### src/rtl/mac_defs.vh
// Shared constants for the 4x4 MAC accumulator: FSM encodings and
// default parameter values.
`ifndef MAC_DEFS_VH
`define MAC_DEFS_VH

`define MAC_ST_IDLE      2'd0
`define MAC_ST_ACC       2'd1
`define MAC_ST_HOLD      2'd2

`define MAC_ACC_W_DEF    12
`define MAC_N_MAX_DEF    16

`endif

### src/rtl/mac_accumulator_4_pkg.sv
// Package for the MAC accumulator: FSM state type and default sizes,
// all derived from the shared mac_defs.vh constants.
`include "mac_defs.vh"

package mac_accumulator_4_pkg;

    typedef enum logic [1:0] {
        ST_IDLE = `MAC_ST_IDLE,
        ST_ACC  = `MAC_ST_ACC,
        ST_HOLD = `MAC_ST_HOLD
    } mac_state_t;

    localparam int MAC_ACC_W_DEF = `MAC_ACC_W_DEF;
    localparam int MAC_N_MAX_DEF = `MAC_N_MAX_DEF;

endpackage

### src/rtl/multiplier_4.sv
// Unsigned 4x4 multiplier built from shifted partial products and adders.
module multiplier_4 (
    input  logic [3:0] A,
    input  logic [3:0] B,
    output logic [7:0] product
);

    logic [7:0] w_pp0;
    logic [7:0] w_pp1;
    logic [7:0] w_pp2;
    logic [7:0] w_pp3;

    // Each partial product is A gated by one bit of B, shifted into place.
    always_comb begin
        w_pp0   = {4'b0000, A & {4{B[0]}}};
        w_pp1   = {3'b000, A & {4{B[1]}}, 1'b0};
        w_pp2   = {2'b00, A & {4{B[2]}}, 2'b00};
        w_pp3   = {1'b0, A & {4{B[3]}}, 3'b000};
        product = w_pp0 + w_pp1 + w_pp2 + w_pp3;
    end

endmodule

### src/rtl/mac_accumulator_4.sv
// Multiply-accumulate over groups of up to N_MAX terms. Each accepted term
// adds A*B to the accumulator; a term with last=1, or the N_MAX-th term,
// closes the group and the result is held until the consumer takes it.
//
// Handshake: a term transfers on a rising edge with in_valid && in_ready;
// a result transfers on a rising edge with out_valid && out_ready. Both
// sides may hold valid without waiting for ready, and outputs stay stable
// while valid is high and ready is low.
module mac_accumulator_4
    import mac_accumulator_4_pkg::*;
#(
    parameter int ACC_W = MAC_ACC_W_DEF,
    parameter int N_MAX = MAC_N_MAX_DEF
) (
    input  logic             clk,
    input  logic             rst,
    input  logic             in_valid,
    output logic             in_ready,
    input  logic [3:0]       A,
    input  logic [3:0]       B,
    input  logic             last,
    output logic             out_valid,
    input  logic             out_ready,
    output logic [ACC_W-1:0] Y,
    output logic [4:0]       count,
    output logic             overflow,
    output logic [1:0]       o_dbg_state
);

    localparam logic [4:0] N_MAX_C = 5'(N_MAX);

    mac_state_t       r_state;
    mac_state_t       w_state_next;
    logic [ACC_W-1:0] r_acc;
    logic [4:0]       r_count;
    logic             r_ovf;

    logic [7:0]       w_prod;
    logic [ACC_W-1:0] w_prod_ext;
    logic [ACC_W-1:0] w_base;
    logic [ACC_W:0]   w_sum;
    logic [4:0]       w_count_next;
    logic             w_first;
    logic             w_accept;
    logic             w_close;
    logic             w_release;

    multiplier_4 u_mult (
        .A       (A),
        .B       (B),
        .product (w_prod)
    );

    // Handshake decode and the next accumulator/count values for a term.
    always_comb begin
        in_ready     = (r_state != ST_HOLD);
        out_valid    = (r_state == ST_HOLD);
        w_accept     = in_valid && in_ready;
        w_release    = out_valid && out_ready;
        w_first      = (r_state == ST_IDLE);
        w_prod_ext   = '0;
        w_prod_ext[7:0] = w_prod;
        // The first term of a group loads rather than adds.
        w_base       = w_first ? '0 : r_acc;
        w_sum        = {1'b0, w_base} + {1'b0, w_prod_ext};
        w_count_next = w_first ? 5'd1 : (r_count + 5'd1);
        w_close      = last || (w_count_next == N_MAX_C);
    end

    // FSM state register.
    always_ff @(posedge clk or posedge rst) begin
        if (rst) begin
            r_state <= ST_IDLE;
        end else begin
            r_state <= w_state_next;
        end
    end

    // FSM next-state logic.
    always_comb begin
        w_state_next = r_state;
        case (r_state)
            ST_IDLE, ST_ACC: begin
                if (w_accept) begin
                    w_state_next = w_close ? ST_HOLD : ST_ACC;
                end
            end
            ST_HOLD: begin
                if (out_ready) begin
                    w_state_next = ST_IDLE;
                end
            end
            default: w_state_next = ST_IDLE;
        endcase
    end

    // Datapath registers: update on an accepted term, clear on release.
    always_ff @(posedge clk or posedge rst) begin
        if (rst) begin
            r_acc   <= '0;
            r_count <= '0;
            r_ovf   <= 1'b0;
        end else if (w_release) begin
            r_acc   <= '0;
            r_count <= '0;
            r_ovf   <= 1'b0;
        end else if (w_accept) begin
            r_acc   <= w_sum[ACC_W-1:0];
            r_count <= w_count_next;
            r_ovf   <= (w_first ? 1'b0 : r_ovf) | w_sum[ACC_W];
        end
    end

    // Result outputs come straight from the registers so they hold in HOLD.
    always_comb begin
        Y           = r_acc;
        count       = r_count;
        overflow    = r_ovf;
        o_dbg_state = r_state;
    end

endmodule

### config.mk
export PLATFORM = sky130hd
export DESIGN_NAME = mac_accumulator_4
export DESIGN_NICKNAME = d
export VERILOG_FILES = /design/src/rtl/mac_accumulator_4_pkg.sv /design/src/rtl/multiplier_4.sv /design/src/rtl/mac_accumulator_4.sv
export VERILOG_INCLUDE_DIRS = /design/src /design/src/rtl
export SDC_FILE = /design/constraint.sdc
export NUM_CORES = 1
export LEC_CHECK = 0
export CAP_MARGIN = 10
export CORE_ASPECT_RATIO = 1.5
export CORE_MARGIN = 2
export CORE_UTILIZATION = 25
export DETAILED_ROUTE_END_ITERATION = 7
export SKIP_LAST_GASP = 1
export SYNTH_ARGS = -nofsm -noshare
export SYNTH_HDL_FRONTEND = slang
export SYNTH_HIERARCHICAL = 1
export SYNTH_SLANG_ARGS = --single-unit
export TNS_END_PERCENT = 10
### constraint.sdc
create_clock -name clk -period 2.7 [get_ports clk]
set_clock_uncertainty 0.2 [all_clocks]
set_input_delay 0.405 -clock clk [delete_from_list [all_inputs] [get_ports clk]]
set_output_delay 0.405 -clock clk [all_outputs]
set_load 0.05 [all_outputs]
==> flow_summary_export.csv <==
group,metric,value,unit
status,status,"finished with violations",
status,failed_checks,"setup timing",
yosys,mappedNetlistNets,221,
sta,final-setup-viol-count,10,
cells_and_area,drive_gt1_share,25.7,%
routing,firstDrtPassIters,3,
routing,via_density_per_instance,4.96,
yosys,seq_area_frac_synth,28.5,%
setup_path,worstPathMaxFanout,4,
cells_and_area,design.final.nets,284,
job,max-cap-violations,0,
sta,rsz0062_at_grt,"true",
cells_and_area,multi_input_comb_area,1250,µm²
yosys,largest_area_contributor_in_the_netlist,"sky130_fd_sc_hd__dfrtp_1",
cells_and_area,nFillCells,730,
sta,hold_violations,0,
floorplan,num_rows,37,
placement,dp_hpwl,3500,µm
sta,final_max_slew_viol_count,0,
sta,slew-limit-headroom,46.9,%
clock_tree,cts_root_buf,"sky130_fd_sc_hd__clkbuf_8",
routing,vias,1601,
placement,place_congestion,0.782,
yosys,netlist_top_cells_count,"sky130_fd_sc_hd__dfrtp_1, sky130_fd_sc_hd__ha_1, sky130_fd_sc_hd__and2_1, sky130_fd_sc_hd__nand2_1, sky130_fd_sc_hd__a22o_1",
yosys,synth_enable_flop_cells,0,
grt,grt.total_usage,12.4,%
yosys,ys_warn_count,6,
clock_tree,clkTransAtPathRegs,0.07,ns
grt,first_global_vias,1775,
clock_tree,cts.htree.levels,1,
yosys,cell_area_after_synthesis,1760,µm²
setup_path,timing.critical_path.required,2.70,ns
power_and_ir_drop,static-leakage-power,1.14,nW
yosys,synth_area_per_cell,9.59,µm²
cells_and_area,register_area,500,µm²
cells_and_area,syn_to_final_growth,41.8,%
grt,maximum_number_of_pins_on_one_net_before_global_route_repair,21,
yosys,post_synth_inst_count,183,
yosys,synth_area_leaders,"sky130_fd_sc_hd__dfrtp_1, sky130_fd_sc_hd__ha_1, sky130_fd_sc_hd__fa_1",
clock_tree,numCtsBuffers,3,
sta,fmaxAchievable,0.251,GHz
floorplan,die_wd,72.4,µm
clock_tree,clock_insertion_delay_worst_skew,0.27,ns
clock_tree,cts.sink_count,20,
sta,timing.hold.ws,0.311,ns
floorplan,initial_util,25.6,%
yosys,ys_seq_elements,20,
power_and_ir_drop,power-per-cell-area,713,nW/µm²
routing,route.final.wire_length,4330,µm
sta,worst-slew-pin-transition,0.796,ns
sta,finalCritPeriodShare,148,%
yosys,async_flop_share,100,%
clock_tree,cts_buffer_depth,2,
routing,postRouteAntennaNets,0,
setup_path,worstSetupEndpointType,"flop",
clock_tree,clock_tree_from_tritoncts,"done",
floorplan,floorplan.io_pins,35,
routing,average_routed_wire_per_standard_cell,13.4,µm
placement,port-buffer-count,34,
grt,grt_antenna_before_repair,0,
setup_path,cp.arrival,3.98,ns
routing,drt_iter0_markers,16,
cells_and_area,num_antenna_cells,0,
routing,route.detailed.drc,0,
floorplan,fp.dieH,107,µm
grt,global_route.overflow_total,0,
power_and_ir_drop,irDropWorstVdd,0.267,mV
yosys,synth.lib_cells_used.distinct,42,
floorplan,fp.dieArea,7720,µm²
sta,fin_crit,3.99,ns
hold_path,hold_path_class,"flop to flop",
setup_path,timing.critical_path.from_type,"primary input",
grt,grt_first_pass_wirelength,7720,µm
sta,final_critical_path_setup_slack,-1.29,ns
yosys,synth_largest_type_area_fraction,28.5,%
setup_path,path_class,"primary input to flop",
yosys,yosys.cell_count.top_type,"sky130_fd_sc_hd__dfrtp_1",
yosys,synth-main-ff-cell,"sky130_fd_sc_hd__dfrtp_1",
cells_and_area,postLayoutCoreUtil,36.3,%
floorplan,coreArea,6850,µm²
## per-layer routing
layer	track usage, %	vias up	wire [µm]
li1	-	780	-
met1	13.9	783	1780
met2	23.6	29	2340
met3	1.50	9	138
met4	3.97	0	70
met5	0	-	0
## layout by cell type, fill, tap and decap left out, types with 2 or more instances in the layout
cell type	instances
sky130_fd_sc_hd__clkdlybuf4s50_1	27
sky130_fd_sc_hd__buf_4	26
sky130_fd_sc_hd__dfrtp_1	20
sky130_fd_sc_hd__ha_1	17
sky130_fd_sc_hd__nand2_1	15
sky130_fd_sc_hd__and2_1	12
sky130_fd_sc_hd__a22o_1	10
sky130_fd_sc_hd__nand3_1	9
sky130_fd_sc_hd__o21ai_1	8
sky130_fd_sc_hd__nor2b_1	8
sky130_fd_sc_hd__xor2_1	7
sky130_fd_sc_hd__a21oi_1	7
sky130_fd_sc_hd__inv_1	7
sky130_fd_sc_hd__xnor2_1	5
sky130_fd_sc_hd__o211ai_1	4
sky130_fd_sc_hd__a21oi_2	4
sky130_fd_sc_hd__fa_1	4
sky130_fd_sc_hd__buf_6	4
sky130_fd_sc_hd__a21o_1	3
sky130_fd_sc_hd__o21ai_0	3
sky130_fd_sc_hd__nor2_1	3
sky130_fd_sc_hd__clkbuf_8	3
sky130_fd_sc_hd__buf_2	3
sky130_fd_sc_hd__and2_4	3
sky130_fd_sc_hd__a21oi_4	2
sky130_fd_sc_hd__o21ai_2	2
sky130_fd_sc_hd__nor2_2	2
sky130_fd_sc_hd__o31ai_1	2
sky130_fd_sc_hd__or4_1	2
sky130_fd_sc_hd__fa_2	2
## stage by stage
step	TNS [ns]	cell area, µm²	setup slack (ns)	power [W]	instances
3_5_place_dp	-16.15	2370	-1.92	0.00146	316
3_3_place_gp	-15.72	2370	-1.84	0.00146	316
4_1_cts	-9.65	2470	-1.29	0.00179	323
2_1_floorplan	-9.15	1770	-1.27	0.00108	183
5_1_grt	-11.05	2490	-1.43	0.00190	323
6_report	-9.58	2490	-1.29	0.00177	323
## worst max-delay path: stages
cell	delay, ns
sky130_fd_sc_hd__buf_6	0.09
sky130_fd_sc_hd__and2_4	0.15
sky130_fd_sc_hd__fa_1	0.54
sky130_fd_sc_hd__inv_1	0.06
sky130_fd_sc_hd__fa_1	0.50
sky130_fd_sc_hd__inv_1	0.05
sky130_fd_sc_hd__ha_2	0.18
sky130_fd_sc_hd__fa_2	0.34
sky130_fd_sc_hd__a21o_1	0.17
sky130_fd_sc_hd__a21oi_2	0.12
sky130_fd_sc_hd__xnor2_1	0.08
sky130_fd_sc_hd__ha_1	0.37
sky130_fd_sc_hd__nand2_2	0.10
sky130_fd_sc_hd__o21ai_2	0.16
sky130_fd_sc_hd__a21oi_4	0.06
sky130_fd_sc_hd__or4_1	0.52
sky130_fd_sc_hd__nand3_1	0.10
## layout make-up
type / count / share of cell area [%]
clock buffer: 3 / 1.66
clock inverter: 1 / 1.21
inverter: 9 / 1.46
multi-input combinational: 151 / 50.2
sequential: 20 / 20.1
tap: 78 / 3.92
timing repair buffer: 61 / 21.5
## kinds of logic (layout without fill, tap and decap cells)
group	after synthesis	in the layout	share of synthesized area [%]
mux	1	1	0.570
fa+ha+maj	25	25	20.4
xor+xnor	12	12	5.99
buf+inv	12	74	2.99
compound gates	51	51	21.5
simple gates	62	62	20.1
flops	20	20	28.5
## power breakdown
part,internal [W],switching [W]
Clock,0.000198,0.000108
Sequential,0.000361,0.0000569
Combinational,0.000465,0.000586
Total,0.00102,0.000750
## worst paths after layout
path	startpoint	cells after the start	endpoint	slack [ns]
worst max-delay path	A[3]	17	Y[10]	-1.29
worst min-delay path	overflow	2	overflow	0.31
worst max register to register	o_dbg_state[0]	9	Y[10]	0.32
worst min register to register	overflow	2	overflow	0.31
max in group asynchronous	rst	2	Y[11]	1.42
min in group asynchronous	rst	2	Y[1]	0.38
## what timing repair did
item / CTS / global route
endpoints found under the setup margin: 11 / 10
pin swaps: 16 / 4
gates resized for setup: 33 / 4
hold buffers: 0 / 0
hold endpoints to repair: 0 / 0
setup buffers: 3 / 0
## registers in the layout, indices dropped and copies added (netlist names)
register and count:
count 5, o_dbg_state 2, overflow 1, Y 12
Power figures use the tool's default switching activity.
